--- config.mk ---
export PLATFORM = sky130hd
export DESIGN_NAME = voice_sched
export DESIGN_NICKNAME = d
export VERILOG_FILES = /design/src/rtl/tt6581_pkg.sv /design/src/rtl/voice_sched.sv
export SDC_FILE = /design/constraint.sdc
export NUM_CORES = 1
export LEC_CHECK = 0
export CORE_UTILIZATION = 40
export CTS_CLUSTER_DIAMETER = 100
export DETAILED_ROUTE_END_ITERATION = 10
export PLACE_DENSITY = 0.71
export SYNTH_ARGS = -nofsm -noshare
export SYNTH_HDL_FRONTEND = slang
export SYNTH_SLANG_ARGS = --single-unit
export TNS_END_PERCENT = 5
--- constraint.sdc ---
create_clock -name clk_i -period 6.09 [get_ports clk_i]
set_clock_uncertainty 0.05 [all_clocks]
set_input_delay 0.609 -clock clk_i [delete_from_list [all_inputs] [get_ports clk_i]]
set_output_delay 0.609 -clock clk_i [all_outputs]
set_load 0.1 [all_outputs]
--- src/rtl/tt6581_pkg.sv ---
// Shared types and widths for the voice scheduler: FSM state encoding,
// mix/product widths and the product sign-extension helper.
package tt6581_pkg;

   typedef enum logic [1:0] {
      IDLE  = 2'd0,
      START = 2'd1,
      WAIT  = 2'd2,
      DONE  = 2'd3
   } vs_state_t;

   localparam int MIX_W      = 20;
   localparam int PROD_SIG_W = 18;

   // Three full-scale 18-bit products still fit in MIX_W, so no saturation.
   function automatic logic signed [MIX_W-1:0] sext_prod(input logic [PROD_SIG_W-1:0] p);
      return {{(MIX_W-PROD_SIG_W){p[PROD_SIG_W-1]}}, p};
   endfunction

endpackage

--- src/rtl/voice_sched.sv ---
// Per-frame voice sequencer: starts the envelope/mult once per voice, sums the products.
// Optional VOICE_SCHED_MUTE_EN adds mute_i; a muted voice costs one cycle and adds 0.
//
// state | meaning
// IDLE  | waiting for tick_i; accumulator and voice counter cleared on accept
// START | one-cycle env_start_o for voice cnt (muted voice: advance, add 0)
// WAIT  | waiting for a rising edge on env_ready_i, bounded by TIMEOUT_CYC
// DONE  | mix_o just loaded, mix_valid_o high; back to IDLE
module voice_sched
   import tt6581_pkg::*;
#(
   parameter int NUM_VOICES  = 3,
   parameter int TIMEOUT_CYC = 255
) (
   input  logic                    clk_i,
   input  logic                    rst_i,
   input  logic                    tick_i,
   output logic                    env_start_o,
   output logic [1:0]              env_voice_idx_o,
   input  logic                    env_ready_i,
`ifdef VOICE_SCHED_MUTE_EN
   input  logic [NUM_VOICES-1:0]   mute_i,
`endif
   input  logic [39:0]             prod_i,
   output logic signed [MIX_W-1:0] mix_o,
   output logic                    mix_valid_o,
   output logic                    busy_o,
   output logic                    overrun_o,
   output logic                    timeout_o
);

   localparam int               TMR_W    = (TIMEOUT_CYC > 1) ? $clog2(TIMEOUT_CYC) : 1;
   localparam logic [TMR_W-1:0] TMR_LOAD = TMR_W'(TIMEOUT_CYC - 1);
   localparam logic [1:0]       LAST_IDX = 2'(NUM_VOICES - 1);

   vs_state_t               state;
   vs_state_t               state_nxt;
   logic [1:0]              cnt;
   logic signed [MIX_W-1:0] acc;
   logic signed [MIX_W-1:0] acc_nxt;
   logic signed [MIX_W-1:0] addend;
   logic [TMR_W-1:0]        tmr;
   logic                    rdy_q;
   logic                    rdy_rise;
   logic                    frame_go;
   logic                    advance;
   logic                    to_hit;
   logic                    last_voice;
   logic                    voice_muted;
   logic                    unused_prod_hi;

`ifdef VOICE_SCHED_MUTE_EN
   assign voice_muted = mute_i[cnt];
`else
   assign voice_muted = 1'b0;
`endif

   // Only a fresh rising edge completes a voice; a level held from before START is ignored.
   assign rdy_rise        = env_ready_i & ~rdy_q;
   assign last_voice      = (cnt == LAST_IDX);
   assign acc_nxt         = acc + addend;
   assign busy_o          = (state != IDLE);
   assign env_voice_idx_o = cnt;
   assign unused_prod_hi  = ^prod_i[39:PROD_SIG_W];

   always_ff @(posedge clk_i or posedge rst_i) begin
      if (rst_i) state <= IDLE;
      else       state <= state_nxt;
   end

   always_comb begin
      state_nxt   = state;
      env_start_o = 1'b0;
      frame_go    = 1'b0;
      advance     = 1'b0;
      to_hit      = 1'b0;
      addend      = '0;
      case (state)
         IDLE: begin
            if (tick_i) begin
               frame_go  = 1'b1;
               state_nxt = START;
            end
         end
         START: begin
            if (voice_muted) begin
               advance = 1'b1;
            end else begin
               env_start_o = 1'b1;
               state_nxt   = WAIT;
            end
         end
         WAIT: begin
            if (rdy_rise) begin
               advance = 1'b1;
               addend  = sext_prod(prod_i[PROD_SIG_W-1:0]);
            end else if (tmr == '0) begin
               advance = 1'b1;
               to_hit  = 1'b1;
            end
         end
         DONE:    state_nxt = IDLE;
         default: state_nxt = IDLE;
      endcase
      if (advance) state_nxt = last_voice ? DONE : START;
   end

   always_ff @(posedge clk_i or posedge rst_i) begin
      if (rst_i) begin
         cnt         <= '0;
         acc         <= '0;
         tmr         <= '0;
         rdy_q       <= 1'b0;
         mix_o       <= '0;
         mix_valid_o <= 1'b0;
         overrun_o   <= 1'b0;
         timeout_o   <= 1'b0;
      end else begin
         rdy_q       <= env_ready_i;
         mix_valid_o <= 1'b0;
         if (tick_i && (state != IDLE)) overrun_o <= 1'b1;
         if (to_hit)                    timeout_o <= 1'b1;
         // Down-counter: terminal count 0 is reached on the TIMEOUT_CYC-th WAIT cycle.
         if (env_start_o)         tmr <= TMR_LOAD;
         else if (state == WAIT)  tmr <= tmr - 1'b1;
         if (frame_go) begin
            acc <= '0;
            cnt <= '0;
         end else if (advance) begin
            acc <= acc_nxt;
            if (last_voice) begin
               mix_o       <= acc_nxt;
               mix_valid_o <= 1'b1;
            end else begin
               cnt <= cnt + 2'd1;
            end
         end
      end
   end

endmodule

# --- Word level (Yosys, flattened, before mapping) ---
# Cells that the tools add are included.
word_totals:
  out_inout_bits: 27
  inputBits: 44
  reg_bits: 56
classes:
  eq_ne: 6
  mux: 24
  bitwise: 3
  n_reduce_logical: 10
  addsub: 3
op_table:
  columns: ["operator", "n"]
  rows:
  - ["$mux W20", 4]
  - ["$add A20 B20 Y20", 1]
  - ["$mux W8", 2]
  - ["$mux W2", 6]
  - ["$mux W1", 11]
  - ["$logic_not A8 Y1", 1]
  - ["$sub A8 B1 Y8 const B", 1]
  - ["$eq A2 B2 Y1 const B", 3]
  - ["$pmux W2 S3", 1]
  - ["$reduce_bool A2 Y1", 3]
  - ["$reduce_and A2 Y1", 2]
  - ["$reduce_bool A4 Y1", 1]
  - ["$ne A3 B3 Y1 const B", 1]
  - ["$reduce_and A3 Y1", 1]
  - ["$add A2 B1 Y2 const B", 1]
  - ["$eq A2 B1 Y1 const B", 1]
  - ["$logic_not A2 Y1", 1]
  - ["$ne A2 B2 Y1 const B", 1]
  - ["$not A1 Y1", 2]
  - ["$and A1 B1 Y1", 1]
  - ["$logic_and A1 B1 Y1", 1]

# --- Logic depth before layout (Yosys ltp) ---
depth:
  ltp_word: 7
  depth_mapped: 15

# --- Worst setup path after synthesis ---
# Ideal clock, no wire load.
synth_timing:
  path_kind: "register -> register"
  from: "reg state[0]"
  to: "reg mix_o[8]"
  t_arrival_ps: 3199
  setup_slack_ps: 2715
  required_ps: 5914
  stages_incl_launch_ff: 16
  cell_sequence: "dfrtp_1 -> inv_1 -> ha_1 -> and3b_1 -> clkbuf_1 -> clkbuf_1 -> and2_1 -> ha_1 -> fa_1 -> a21o_1 -> a21oi_2 -> o21bai_2 -> a2111oi_1 -> nor3_1 -> xor2_1 -> mux2_4"
synth_via:
  elab_chain_len: 4
  elab_cells_between_ends: 8
synth_rtl:
  columns: ["element", "line", "rtl"]
  rows:
  - ["start: declaration", "voice_sched.sv:36", "vs_state_t state;"]
  - ["start signal: assignment", "voice_sched.sv:68", "else state <= state_nxt;"]
  - ["branches (longest 4 deep; another with $add A20 B20 Y20)", null, null]
  - ["end signal: assignment", "voice_sched.sv:132", "mix_o <= acc_nxt;"]
  - ["end: declaration", "voice_sched.sv:25", "output logic signed [MIX_W-1:0] mix_o,"]
# Parallel ways; which one is timed is not known.
# A chain may end at the register's enable or synchronous reset.

# --- Worst setup path in the final report ---
layout_timing:
  from: "in env_ready_i"
  to: "reg mix_o[8]"
layout_via:
  elab_chain_len: 4
  elab_cells_between_ends: 7
layout_rtl:
  columns: ["element", "line", "rtl"]
  rows:
  - ["start: declaration", "voice_sched.sv:20", "input logic env_ready_i,"]
  - ["$and A1 B1 Y1 *", "voice_sched.sv:59", "assign rdy_rise = env_ready_i & ~rdy_q;"]
  - ["$mux W20 / $mux W1 (equally long branches)", "voice_sched.sv:94", "if (rdy_rise) begin"]
  - ["$mux W20 / $mux W1 (equally long branches)", null, null]
  - ["$add A20 B20 Y20 / $reduce_and A3 Y1 (equally long branches)", null, null]
# Mark *: on every way between the ends. The rest lies on a longest branch, timed or not.

==> report_table.html <==
<table>
<tr><th>Metric</th><th>Value</th></tr>
<tr><th colspan="2">Placement</th></tr>
<tr><td>Post-place instance area</td><td>4130 µm²</td></tr>
<tr><td>Total half-perimeter wirelength after legalization and detailed placement</td><td>6040 µm</td></tr>
<tr><td>Global placement routability congestion</td><td>0.891</td></tr>
<tr><td>PortBufs</td><td>48</td></tr>
<tr><td>Cell count after placement</td><td>523</td></tr>
<tr><th colspan="2">Clock network</th></tr>
<tr><td>Total of hold buffers inserted after clock tree synthesis</td><td>0</td></tr>
<tr><td>CTS tree</td><td>yes</td></tr>
<tr><td>Clock latency on the worst-skew pair</td><td>310 ps</td></tr>
<tr><td>Worst-path clk slew</td><td>100 ps</td></tr>
<tr><td>Root buffer selected by CTS</td><td>clkbuf_8</td></tr>
<tr><td>Post CTS Setup Buffer Count</td><td>0</td></tr>
<tr><td>Deepest clock path buffer count</td><td>2</td></tr>
<tr><td>Clock net sink count</td><td>56</td></tr>
<tr><td>Post-cts sizing count</td><td>0</td></tr>
<tr><td>TritonCTS buffer count</td><td>5</td></tr>
<tr><td>Total number of H-tree levels</td><td>2</td></tr>
<tr><th colspan="2">Setup path</th></tr>
<tr><td>Reg2Reg Capture Point</td><td>mix_o[8]$_DFFE_PP0P_</td></tr>
<tr><td>Total buffers and inverters traversed by the critical path</td><td>1</td></tr>
<tr><td>Slowest CP cell</td><td>clkdlybuf4s50_1</td></tr>
<tr><td>Critical path depth</td><td>12</td></tr>
<tr><td>Class of the most critical setup path</td><td>input pin to flop</td></tr>
<tr><td>Critical Path Max Stage Delay</td><td>440 ps</td></tr>
<tr><td>Crit path cell chain</td><td>clkdlybuf4s50_1 &gt; and3b_1 &gt; and2_1 &gt; ha_1 &gt; fa_1 &gt; a21o_1 &gt; a21oi_2 &gt; o21bai_2 &gt; a2111oi_1 &gt; nor3_1 &gt; xor2_1 &gt; mux2_4</td></tr>
<tr><td>Critical path's top delay family</td><td>compound AO/OA/AOI/OAI gates</td></tr>
<tr><td>Crit path to</td><td>mix_o[8]$_DFFE_PP0P_</td></tr>
<tr><td>Required time of the critical path</td><td>6240 ps</td></tr>
<tr><td>Reg-to-reg critical path startpoint</td><td>state[0]$_DFFE_PP0P_</td></tr>
<tr><td>Flop2flop setup slack</td><td>2470 ps</td></tr>
<tr><td>Top fanout value on the critical path</td><td>20</td></tr>
<tr><td>Sort of element at the start of the critical path</td><td>input pin</td></tr>
<tr><td>Crit end category</td><td>flop</td></tr>
<tr><td>Cell count of the worst reg-to-reg path</td><td>13</td></tr>
<tr><td>Origin of the worst setup path</td><td>env_ready_i</td></tr>
<tr><td>Critical path data arrival time</td><td>3800 ps</td></tr>
<tr><th colspan="2">Logic synthesis</th></tr>
<tr><td>Total of flip-flops plus latches after synthesis</td><td>56</td></tr>
<tr><td>Number of flops mapped to enable cells by yosys</td><td>0</td></tr>
<tr><td>Average cell area after synthesis</td><td>9.39 µm²</td></tr>
<tr><td>Flip-flop cell with the highest count after synthesis</td><td>dfrtp_1</td></tr>
<tr><td>Post-Syn Area</td><td>3570 µm²</td></tr>
<tr><td>Number of synthesis warnings</td><td>0</td></tr>
<tr><td>Net count after synthesis</td><td>451</td></tr>
<tr><td>Cell count after synthesis</td><td>380</td></tr>
<tr><td>Share of synthesized registers carrying an async set or reset</td><td>1.00</td></tr>
<tr><td>Number of library cell types mapped by synthesis</td><td>60</td></tr>
<tr><td>Sequential area share after synthesis</td><td>0.393</td></tr>
<tr><th colspan="2">Die</th></tr>
<tr><td>Die outline height</td><td>96.5 µm</td></tr>
<tr><td>Row count</td><td>34</td></tr>
<tr><td>I/O pin count</td><td>71</td></tr>
<tr><td>Die area</td><td>9310 µm²</td></tr>
<tr><td>Starting utilization of the core area</td><td>0.411</td></tr>
<tr><td>Horizontal die dimension</td><td>96.5 µm</td></tr>
<tr><td>Core region area</td><td>8680 µm²</td></tr>
<tr><th colspan="2">Flow run</th></tr>
<tr><td>Number of max-cap violations</td><td>0</td></tr>
<tr><th colspan="2">Global route</th></tr>
<tr><td>Antenna violations before repair</td><td>0</td></tr>
<tr><td>Combined global-route utilization of all metal layers</td><td>0.190</td></tr>
<tr><td>Wire length of the first global-routing pass</td><td>13,600 µm</td></tr>
<tr><td>Met3 demand-to-capacity share in global routing</td><td>0.0258</td></tr>
<tr><td>Via count of the first global-routing pass</td><td>2,919</td></tr>
<tr><td>Pin count of the biggest net entering global routing</td><td>57</td></tr>
<tr><td>Total overflow reported by the global router</td><td>0</td></tr>
<tr><td>Most Used Layer, Global Route</td><td>met2</td></tr>
<tr><td>Global routing met2 resource utilization</td><td>0.337</td></tr>
<tr><td>Met1 track utilization from global routing</td><td>0.238</td></tr>
<tr><th colspan="2">Routing</th></tr>
<tr><td>Total via count after detailed routing</td><td>2,867</td></tr>
<tr><td>Detailed-route DRC error count</td><td>0</td></tr>
<tr><td>Drt first pass iters</td><td>4</td></tr>
<tr><td>Avg Vias per Cell</td><td>5.41</td></tr>
<tr><td>Number of design-rule violations left by the first detailed-router iteration</td><td>149</td></tr>
<tr><td>DR WL/cell</td><td>15.4 µm</td></tr>
<tr><td>Overall routed net length</td><td>8160 µm</td></tr>
<tr><td>Post-route antenna net violation count</td><td>0</td></tr>
<tr><th colspan="2">Cells and area</th></tr>
<tr><td>Fraction of layout cells with a size suffix above 1</td><td>0.0924</td></tr>
<tr><td>Post-layout net count</td><td>493</td></tr>
<tr><td>Synthesis-to-layout area growth</td><td>18.5%</td></tr>
<tr><td>Summed area of non-filler cells in the final layout</td><td>4230 µm²</td></tr>
<tr><td>Final cell utilization of the core</td><td>0.487</td></tr>
<tr><td>Final std cells w/o fill</td><td>530</td></tr>
<tr><td>Commonest cells after routing, fill and taps aside</td><td>dfrtp_1, nand2_1, clkdlybuf4s50_1</td></tr>
<tr><td>Diodes inserted</td><td>0</td></tr>
<tr><td>Most frequent standard cell in the layout excluding fill and tap cells</td><td>dfrtp_1</td></tr>
<tr><th colspan="2">Timing</th></tr>
<tr><td>Tightest slew margin relative to the limit</td><td>0.348</td></tr>
<tr><td>Total of endpoints with negative setup slack in the final report</td><td>0</td></tr>
<tr><td>Period utilisation layout</td><td>0.599</td></tr>
<tr><td>Max Clk Rate</td><td>274 MHz</td></tr>
<tr><td>Hold violation count in the final report</td><td>0</td></tr>
<tr><td>Setup repair after global routing missed its margin</td><td>false</td></tr>
<tr><td>Post-route minimum period</td><td>3650 ps</td></tr>
<tr><td>Setup total negative slack</td><td>0 ps</td></tr>
<tr><td>Final hold slack</td><td>420 ps</td></tr>
<tr><td>Slew at the pin with the worst max-slew slack</td><td>976 ps</td></tr>
<tr><td>Final max-slew violation count</td><td>0</td></tr>
<tr><th colspan="2">Pwr</th></tr>
<tr><td>Peak supply drop</td><td>0.232 mV</td></tr>
<tr><td>Power per Cell Area</td><td>294 nW/µm²</td></tr>
<tr><td>Leakage</td><td>1.94 nW</td></tr>
<tr><th colspan="2">Hold path</th></tr>
<tr><td>Min-delay worst type</td><td>flop to flop</td></tr>
<tr><th colspan="2">Run status</th></tr>
<tr><td>Result of the run</td><td>complete, no violations</td></tr>
</table>
-- per-layer routing --
| metal | share of wire | vias to the layer above |
|---|---|---|
| met2 | 0.51 | 51 |
| li1 | - | 1421 |
| met5 | 0 | - |
| met1 | 0.45 | 1382 |
| met3 | 0.030 | 13 |
| met4 | 0.016 | 0 |
-- power by group --
part	total, mW	internal [mW]	switching, mW
Sequential	0.471	0.423	0.0480
Clock	0.220	0.102	0.119
Combinational	0.553	0.173	0.381
Total	1.25	0.698	0.548
-- state kept, by name, summed over array words and instances, names as in the netlist --
name,cells
overrun_o,1
timeout_o,1
mix_valid_o,1
rdy_q,1
acc,20
env_voice_idx_o,2
state,2
mix_o,20
tmr,8
-- through the flow --
stage / setup slack [ps] / power (mW)
final: 2440 / 1.25
after global routing: 2180 / 1.32
after CTS: 2420 / 1.26
after detailed placement: 2100 / 1.03
after global placement: 2110 / 1.01
after floorplan: 2710 / 0.893
-- cells by family after synthesis --
logic type,after synthesis,share of synthesized area
AO/OA/AOI/OAI,99,0.188
XOR/XNOR,19,0.0466
adder cells (fa/ha/maj),27,0.0967
buffers and inverters,30,0.0354
flip-flops,56,0.393
multiplexers,17,0.0540
AND/OR/NAND/NOR,132,0.187
-- worst min-delay path by stage --
stage	start	endpoint	slack (ps)	cells after the start
global route	overrun_o$_DFFE_PP0P_	overrun_o$_DFFE_PP0P_	440	1
detailed placement	overrun_o$_DFFE_PP0P_	overrun_o$_DFFE_PP0P_	400	1
global placement	overrun_o$_DFFE_PP0P_	overrun_o$_DFFE_PP0P_	390	1
CTS	overrun_o$_DFFE_PP0P_	overrun_o$_DFFE_PP0P_	430	1
finish	overrun_o$_DFFE_PP0P_	overrun_o$_DFFE_PP0P_	420	1
floorplan	acc[10]$_DFFE_PP0P_	acc[10]$_DFFE_PP0P_	430	2
-- cell type report --
type / count / area (µm²)
sequential: 56 / 1400
clock buffer: 7 / 96.3
fill: 841 / 4450
multi-input combinational: 294 / 2040
inverter: 14 / 52.6
tap: 108 / 135
timing repair buffer: 51 / 503
-- Yosys cell counts, drive strengths merged, types with 2 or more instances --
library cell  number  area share
buf                7       0.011
a21boi             2      0.0042
a31oi              4      0.0070
o211ai             4      0.0098
and3               5      0.0088
o211a              2      0.0056
o21a               3      0.0063
mux2i              2      0.0056
a221oi             2      0.0067
nor2b              4      0.0070
nor2              22       0.024
dfrtp             56        0.39
nand3              7      0.0098
xor2               5       0.012
nor4               2      0.0077
ha                26       0.091
a21oi             32       0.047
o21ai             26       0.038
nand4              6       0.011
o21bai             5       0.012
a21o               5       0.011
and2              21       0.037
nor4bb             2      0.0056
clkbuf             9      0.0098
a211oi             2      0.0042
inv               14       0.015
o22a               2      0.0049
o2bb2ai            5       0.014
nor3               5      0.0070
mux2              15       0.048
nand2             51       0.054
xnor2             14       0.034
No activity file was read; power rests on OpenSTA's default activity.
